[src/rtl/fir_mac_engine.sv]
// Time-multiplexed FIR multiply-accumulate engine: pops {a,b} operand words from a
// sync FIFO, accumulates TAPS products per output, then scales, saturates and hands off.
module fir_mac_engine #(
    parameter int TAPS  = 35,
    parameter int SHIFT = 18,
    parameter int OUT_W = 17
) (
    input  logic             MACCLK,
    input  logic             RST,
    input  logic             fifo_empty,
    output logic             fifo_rd_en,
    input  logic [42:0]      fifo_dout,
    input  logic             clr,
    output logic [OUT_W-1:0] y_out,
    output logic             y_valid,
    input  logic             y_ready,
    output logic             y_sat
);

    localparam int CW = $clog2(TAPS);
    localparam logic [CW-1:0] LAST_TAP = CW'(TAPS - 1);
    localparam logic signed [47:0] MAX_V = (48'sd1 <<< (OUT_W - 1)) - 48'sd1;
    localparam logic signed [47:0] MIN_V = -(48'sd1 <<< (OUT_W - 1));

    logic [CW-1:0]       rcnt;
    logic                last_tap;
    logic                blocked;

    logic                rd_v, rd_first, rd_last;
    logic                s1_v, s1_first, s1_last;
    logic signed [17:0]  s1_a;
    logic signed [24:0]  s1_b;
    logic                s2_v, s2_first, s2_last;
    logic signed [47:0]  s2_p;

    logic signed [47:0]  acc;
    logic signed [47:0]  acc_next;
    logic signed [47:0]  shifted;
    logic [OUT_W-1:0]    sat_val;
    logic                sat_flag;

    assign last_tap = (rcnt == LAST_TAP);

    // The last tap may only be read once the previous result can be replaced,
    // otherwise a held output would be overwritten.
    assign blocked    = last_tap && y_valid && !y_ready;
    assign fifo_rd_en = !fifo_empty && !clr && !RST && !blocked;

    always_ff @(posedge MACCLK or posedge RST) begin
        if (RST) begin
            rcnt     <= '0;
            rd_v     <= 1'b0;
            rd_first <= 1'b0;
            rd_last  <= 1'b0;
        end else if (clr) begin
            rcnt     <= '0;
            rd_v     <= 1'b0;
            rd_first <= 1'b0;
            rd_last  <= 1'b0;
        end else begin
            rd_v     <= fifo_rd_en;
            rd_first <= (rcnt == '0);
            rd_last  <= last_tap;
            if (fifo_rd_en)
                rcnt <= last_tap ? '0 : rcnt + CW'(1);
        end
    end

    // Operand capture: the FIFO presents data the cycle after the strobe.
    always_ff @(posedge MACCLK or posedge RST) begin
        if (RST) begin
            s1_v     <= 1'b0;
            s1_first <= 1'b0;
            s1_last  <= 1'b0;
            s1_a     <= '0;
            s1_b     <= '0;
        end else begin
            s1_v     <= clr ? 1'b0 : rd_v;
            s1_first <= rd_first;
            s1_last  <= rd_last;
            s1_a     <= fifo_dout[42:25];
            s1_b     <= fifo_dout[24:0];
        end
    end

    always_ff @(posedge MACCLK or posedge RST) begin
        if (RST) begin
            s2_v     <= 1'b0;
            s2_first <= 1'b0;
            s2_last  <= 1'b0;
            s2_p     <= '0;
        end else begin
            s2_v     <= clr ? 1'b0 : s1_v;
            s2_first <= s1_first;
            s2_last  <= s1_last;
            s2_p     <= s1_a * s1_b;
        end
    end

    always_comb begin
        acc_next = s2_first ? s2_p : acc + s2_p;
        shifted  = acc_next >>> SHIFT;
        sat_flag = 1'b0;
        sat_val  = shifted[OUT_W-1:0];
        if (shifted > MAX_V) begin
            sat_val  = MAX_V[OUT_W-1:0];
            sat_flag = 1'b1;
        end else if (shifted < MIN_V) begin
            sat_val  = MIN_V[OUT_W-1:0];
            sat_flag = 1'b1;
        end
    end

    // Accumulate and publish; clr wins over a result landing on the same edge.
    always_ff @(posedge MACCLK or posedge RST) begin
        if (RST) begin
            acc     <= '0;
            y_out   <= '0;
            y_valid <= 1'b0;
            y_sat   <= 1'b0;
        end else if (clr) begin
            acc     <= '0;
            y_valid <= 1'b0;
        end else begin
            if (s2_v)
                acc <= acc_next;
            if (s2_v && s2_last) begin
                y_out   <= sat_val;
                y_sat   <= sat_flag;
                y_valid <= 1'b1;
            end else if (y_valid && y_ready) begin
                y_valid <= 1'b0;
            end
        end
    end

endmodule
[config.mk]
export PLATFORM = sky130hd
export DESIGN_NAME = fir_mac_engine
export DESIGN_NICKNAME = d
export VERILOG_FILES = /design/src/rtl/fir_mac_engine.sv
export SDC_FILE = /design/constraint.sdc
export NUM_CORES = 2
export LEC_CHECK = 0
export CORE_ASPECT_RATIO = 1.75
export CORE_MARGIN = 5
export CORE_UTILIZATION = 36
export CTS_CLUSTER_SIZE = 14
export DETAILED_ROUTE_END_ITERATION = 16
export GPL_TIMING_DRIVEN = 0
export PLACE_DENSITY_LB_ADDON = 0.12
export SLEW_MARGIN = 20
export SYNTH_ARGS = -nofsm -noshare
export SYNTH_HDL_FRONTEND = slang
export SYNTH_SLANG_ARGS = --single-unit
export TNS_END_PERCENT = 20
[constraint.sdc]
create_clock -name MACCLK -period 8.8 [get_ports MACCLK]
set_input_delay 1.32 -clock MACCLK [delete_from_list [all_inputs] [get_ports MACCLK]]
set_output_delay 1.32 -clock MACCLK [all_outputs]
set_load 0.01 [all_outputs]
==> results list <==
- Setup repair after global routing left no endpoint under its margin.
* Number of design rule violations left after detail routing: 0
- The total overflow left after global routing is 0.
- Dividing the detail-routed wire length by the instance count gives 22.77 um.
- Outcome: complete, no violations
- The floorplan step set the die height to 358.8 um.
- Post-CTS timing repair inserted 0 buffers for setup.
- Post-synth top area share: 35.36%
- Setup slack of the most critical reg-to-reg path: 0.25 ns
- In this run the number of H-tree levels came out at 4.
- Cell depth of the worst min-delay path: 0
- STA classifies the critical path startpoint as a register.
- Transition time of the tightest slew-check pin: 1.051 ns
- The max-slew violation count came to 0.
- Clock skew on the completed layout was measured at 0.01801 ns.
* Initial Util: 36.09%
- The biggest area contributor in the post-synthesis netlist is sky130_fd_sc_hd__fa_1.
- Area after detailed placement: 0.02690 mm^2
- Detailed routing inserted a total of 19320 vias.
- The most used flip-flop cell after synthesis is sky130_fd_sc_hd__dfrtp_1.
- Kind of end point of the critical path: register
- Die span in x: 209.3 um
- From synthesis to final layout, the design area changed by 10.05%.
- Worst Hold End: s2_last
- Number of cells upsized or downsized after cts: 0
* Post-synthesis instance area: 0.02502 mm^2
- The count of buffers added on input and output ports is 67.
* Launch point of the worst hold path: s1_last
- The worst path needs 8.546 ns of the cycle, external delays included.
- Global routing consumed, over all layers together, 23.26% of the routing resources.
* Via count normalized by instance count: 5.172
- Synthesis produced a netlist whose cell count is 2726.
- Sequential fraction of the synthesis area: 16.80%
- The first detailed-routing pass took 5 iterations.
- Clock-pin slew reported for the worst setup and hold paths after clock tree synthesis: 0.07 ns
- On the critical path, the stage with the largest delay is an instance of sky130_fd_sc_hd__dfrtp_1.
- Clock buffer depth: 2
- Fillers: 7010
* Endpoint of the worst register-to-register path: s2_p[38]
* Global-route wire length before repair: 129700 um
- The die covers 0.07509 mm^2.
- Clock tree from TritonCTS: yes
* Num ports: 68
- Startpoint of the worst-slack reg-to-reg timing path: s1_a[17]
- The final layout contains 3460 nets.
- Before CTS, the worst setup slack after placement is 0.1771 ns.
- STA puts the critical path data arrival time at 8.96 ns.
- Path type of the worst setup path: register to register
- For this design, the sink count on the clock tree is 168.
* Largest fanout on the critical path: 10
- Antenna cells: 0
- The number of failing hold endpoints at the final stage is 0.
- TritonCTS created 17 clock buffers.
- Number of hold buffers added after cts: 0
* Maximum number of pins on one net before global-route repair: 88
- Launching instance or port of the critical path: s1_a[17]
- Number of antenna violations at the first check in global routing: 2
* Most common library cell in the layout ignoring fill and taps: sky130_fd_sc_hd__inv_1
- Synthesis warning total: 0
- Fraction of layout instances using a drive strength above 1: 3.398%
* Number of DRC markers in iteration 0: 959
- For the worst setup path, the data required time is 9.21 ns.
* Min-Delay Path Class: register to register
- Measured against its own limit, the worst slew margin works out to 29.94%.
* Mapped Nets: 3373
- Final worst path period share: 97.12%
- Cell-by-cell trace of the critical path: clkinv_1, clkbuf_1, nor2_1, fa_1, fa_1, fa_1, fa_1, fa_1, inv_1, fa_1, inv_1, ha_1, a211oi_1, a21oi_1, and3_1, a221oi_2, o221ai_1, o311a_1, or4_1, a31o_1, a21oi_1, xnor2_1
- At the end of routability-driven placement, the weighted congestion stood at 0.9588.
* Number of distinct library cells after synthesis: 80
- The number of cells on the worst reg-to-reg path is 22.
- Summed area of non-filler cells in the final layout: 0.02754 mm^2
* Std-Cell Core Area: 0.06935 mm^2
* Number of register bits inferred by synthesis: 168
- Setup violations remaining at the end of the flow were counted as 0.
- The tree is rooted in a sky130_fd_sc_hd__clkbuf_16.
- Fmax: 117.0 MHz
* Largest cells by area after synthesis: sky130_fd_sc_hd__fa_1 35%, sky130_fd_sc_hd__dfrtp_1 17%, sky130_fd_sc_hd__inv_1 8.2%
- At the later pin of the worst-skew pair, clock insertion delay measures 0.51 ns.
* Row cnt: 128
- In this run the remaining antenna-violating nets after routing total 0.
* Per-instance average area after synthesis: 9.180 um^2
- Adding up every negative setup slack in the final design gives 0 ns.
- The tool flagged a number of max-cap violations equal to 0.
- EDFF count, synth: 0
* Cell seen most often among critical-path stages: sky130_fd_sc_hd__fa_1
* Largest stage delay, worst path: 0.80 ns
- Share of synthesized registers carrying an async set or reset: 100.0%
- Leaving out fill and tap cells, the most frequent cells in the layout are 543 x sky130_fd_sc_hd__inv_1, 442 x sky130_fd_sc_hd__fa_1, 356 x sky130_fd_sc_hd__nand2_1.
* HPWL after detailed placement: 70400 um
- PnR worst setup slack: 0.2536 ns
* Total length of routed wires: 85040 um
- Vias in the first global route: 21660
[synth_stat cells (all sizes together) (4+ instances only)]
master / n
a31oi: 16
fa: 442
a21boi: 5
nand4: 22
inv: 544
and2: 178
nor2: 134
a21oi: 90
and4: 4
o311ai: 6
or2: 14
o21bai: 12
a311oi: 10
clkbuf: 102
a221oi: 4
ha: 157
nand2b: 21
nand3: 23
mux2i: 18
and3: 16
xor2: 23
o211ai: 19
nor4: 4
dfrtp: 168
o21ai: 67
o32ai: 16
a21o: 49
nor3: 17
nor2b: 7
buf: 21
xnor2: 61
o21a: 13
nand2: 356
a211oi: 29
or3: 8
nor3b: 4
[worst max-delay path: cells and delay by family (launching register included)]
kind / cells / cell delay, ns
fa+ha+maj: 7 / 3.13
flops: 1 / 0.80
compound gates: 7 / 1.97
xor+xnor: 1 / 0.16
buf+inv: 4 / 1.36
simple gates: 3 / 1.04
[sequential cells by signal, indices dropped and copies added (netlist names)]
register  cells
rd_first      1
s2_v          1
s1_v          1
y_valid       1
rd_v          1
s1_first      1
s2_p         43
y_sat         1
s2_first      1
rcnt          6
s1_a         18
s1_last       1
s1_b         25
acc          48
s2_last       1
rd_last       1
y_out        17
[per-layer routing]
metal	track usage (%)	vias up	wire (um)
li1	-	8649	-
met1	23.10	9743	28420
met2	42.81	635	44790
met3	3.300	289	3717
met4	18.74	2	8110
met5	0	-	8
[cells by family after synthesis]
group	share of synthesized area [%]
AO/OA/AOI/OAI	10.44
adder cells (fa/ha/maj)	43.21
AND/OR/NAND/NOR	15.65
multiplexers	0.7200
flip-flops	16.80
buffers and inverters	10.25
XOR/XNOR	2.940
[worst max path at each step]
stage / end
6_report: s2_p[38]
5_1_grt: s2_p[38]
4_1_cts: s2_p[38]
3_5_place_dp: s2_p[38]
3_3_place_gp: s1_a[14]
2_1_floorplan: s2_p[38]
[cell type report]
cell class | count | area [um^2] | share of cell area [%]
Inverter | 546 | 2057 | 7.469
Tap cell | 910 | 1139 | 4.134
Multi-Input combinational cell | 1889 | 18260 | 66.29
Clock buffer | 19 | 452.9 | 1.645
Buffer | 122 | 515.5 | 1.872
Sequential cell | 168 | 4204 | 15.27
Clock inverter | 12 | 188.9 | 0.6861
Timing Repair Buffer | 69 | 725.7 | 2.635
[metrics by stage]
stage	std cells	util, %	hold WS [ns]
2_1_floorplan	2726	-	0.3312
3_3_place_gp	3703	38.69	0.3435
3_5_place_dp	3705	38.78	0.3402
4_1_cts	3736	39.71	0.3570
5_1_grt	3735	39.71	0.3678
6_report	3735	39.71	0.3567
Power is not shown: default switching activity piles up to over one toggle a cycle in this logic, so the estimate is an artifact.
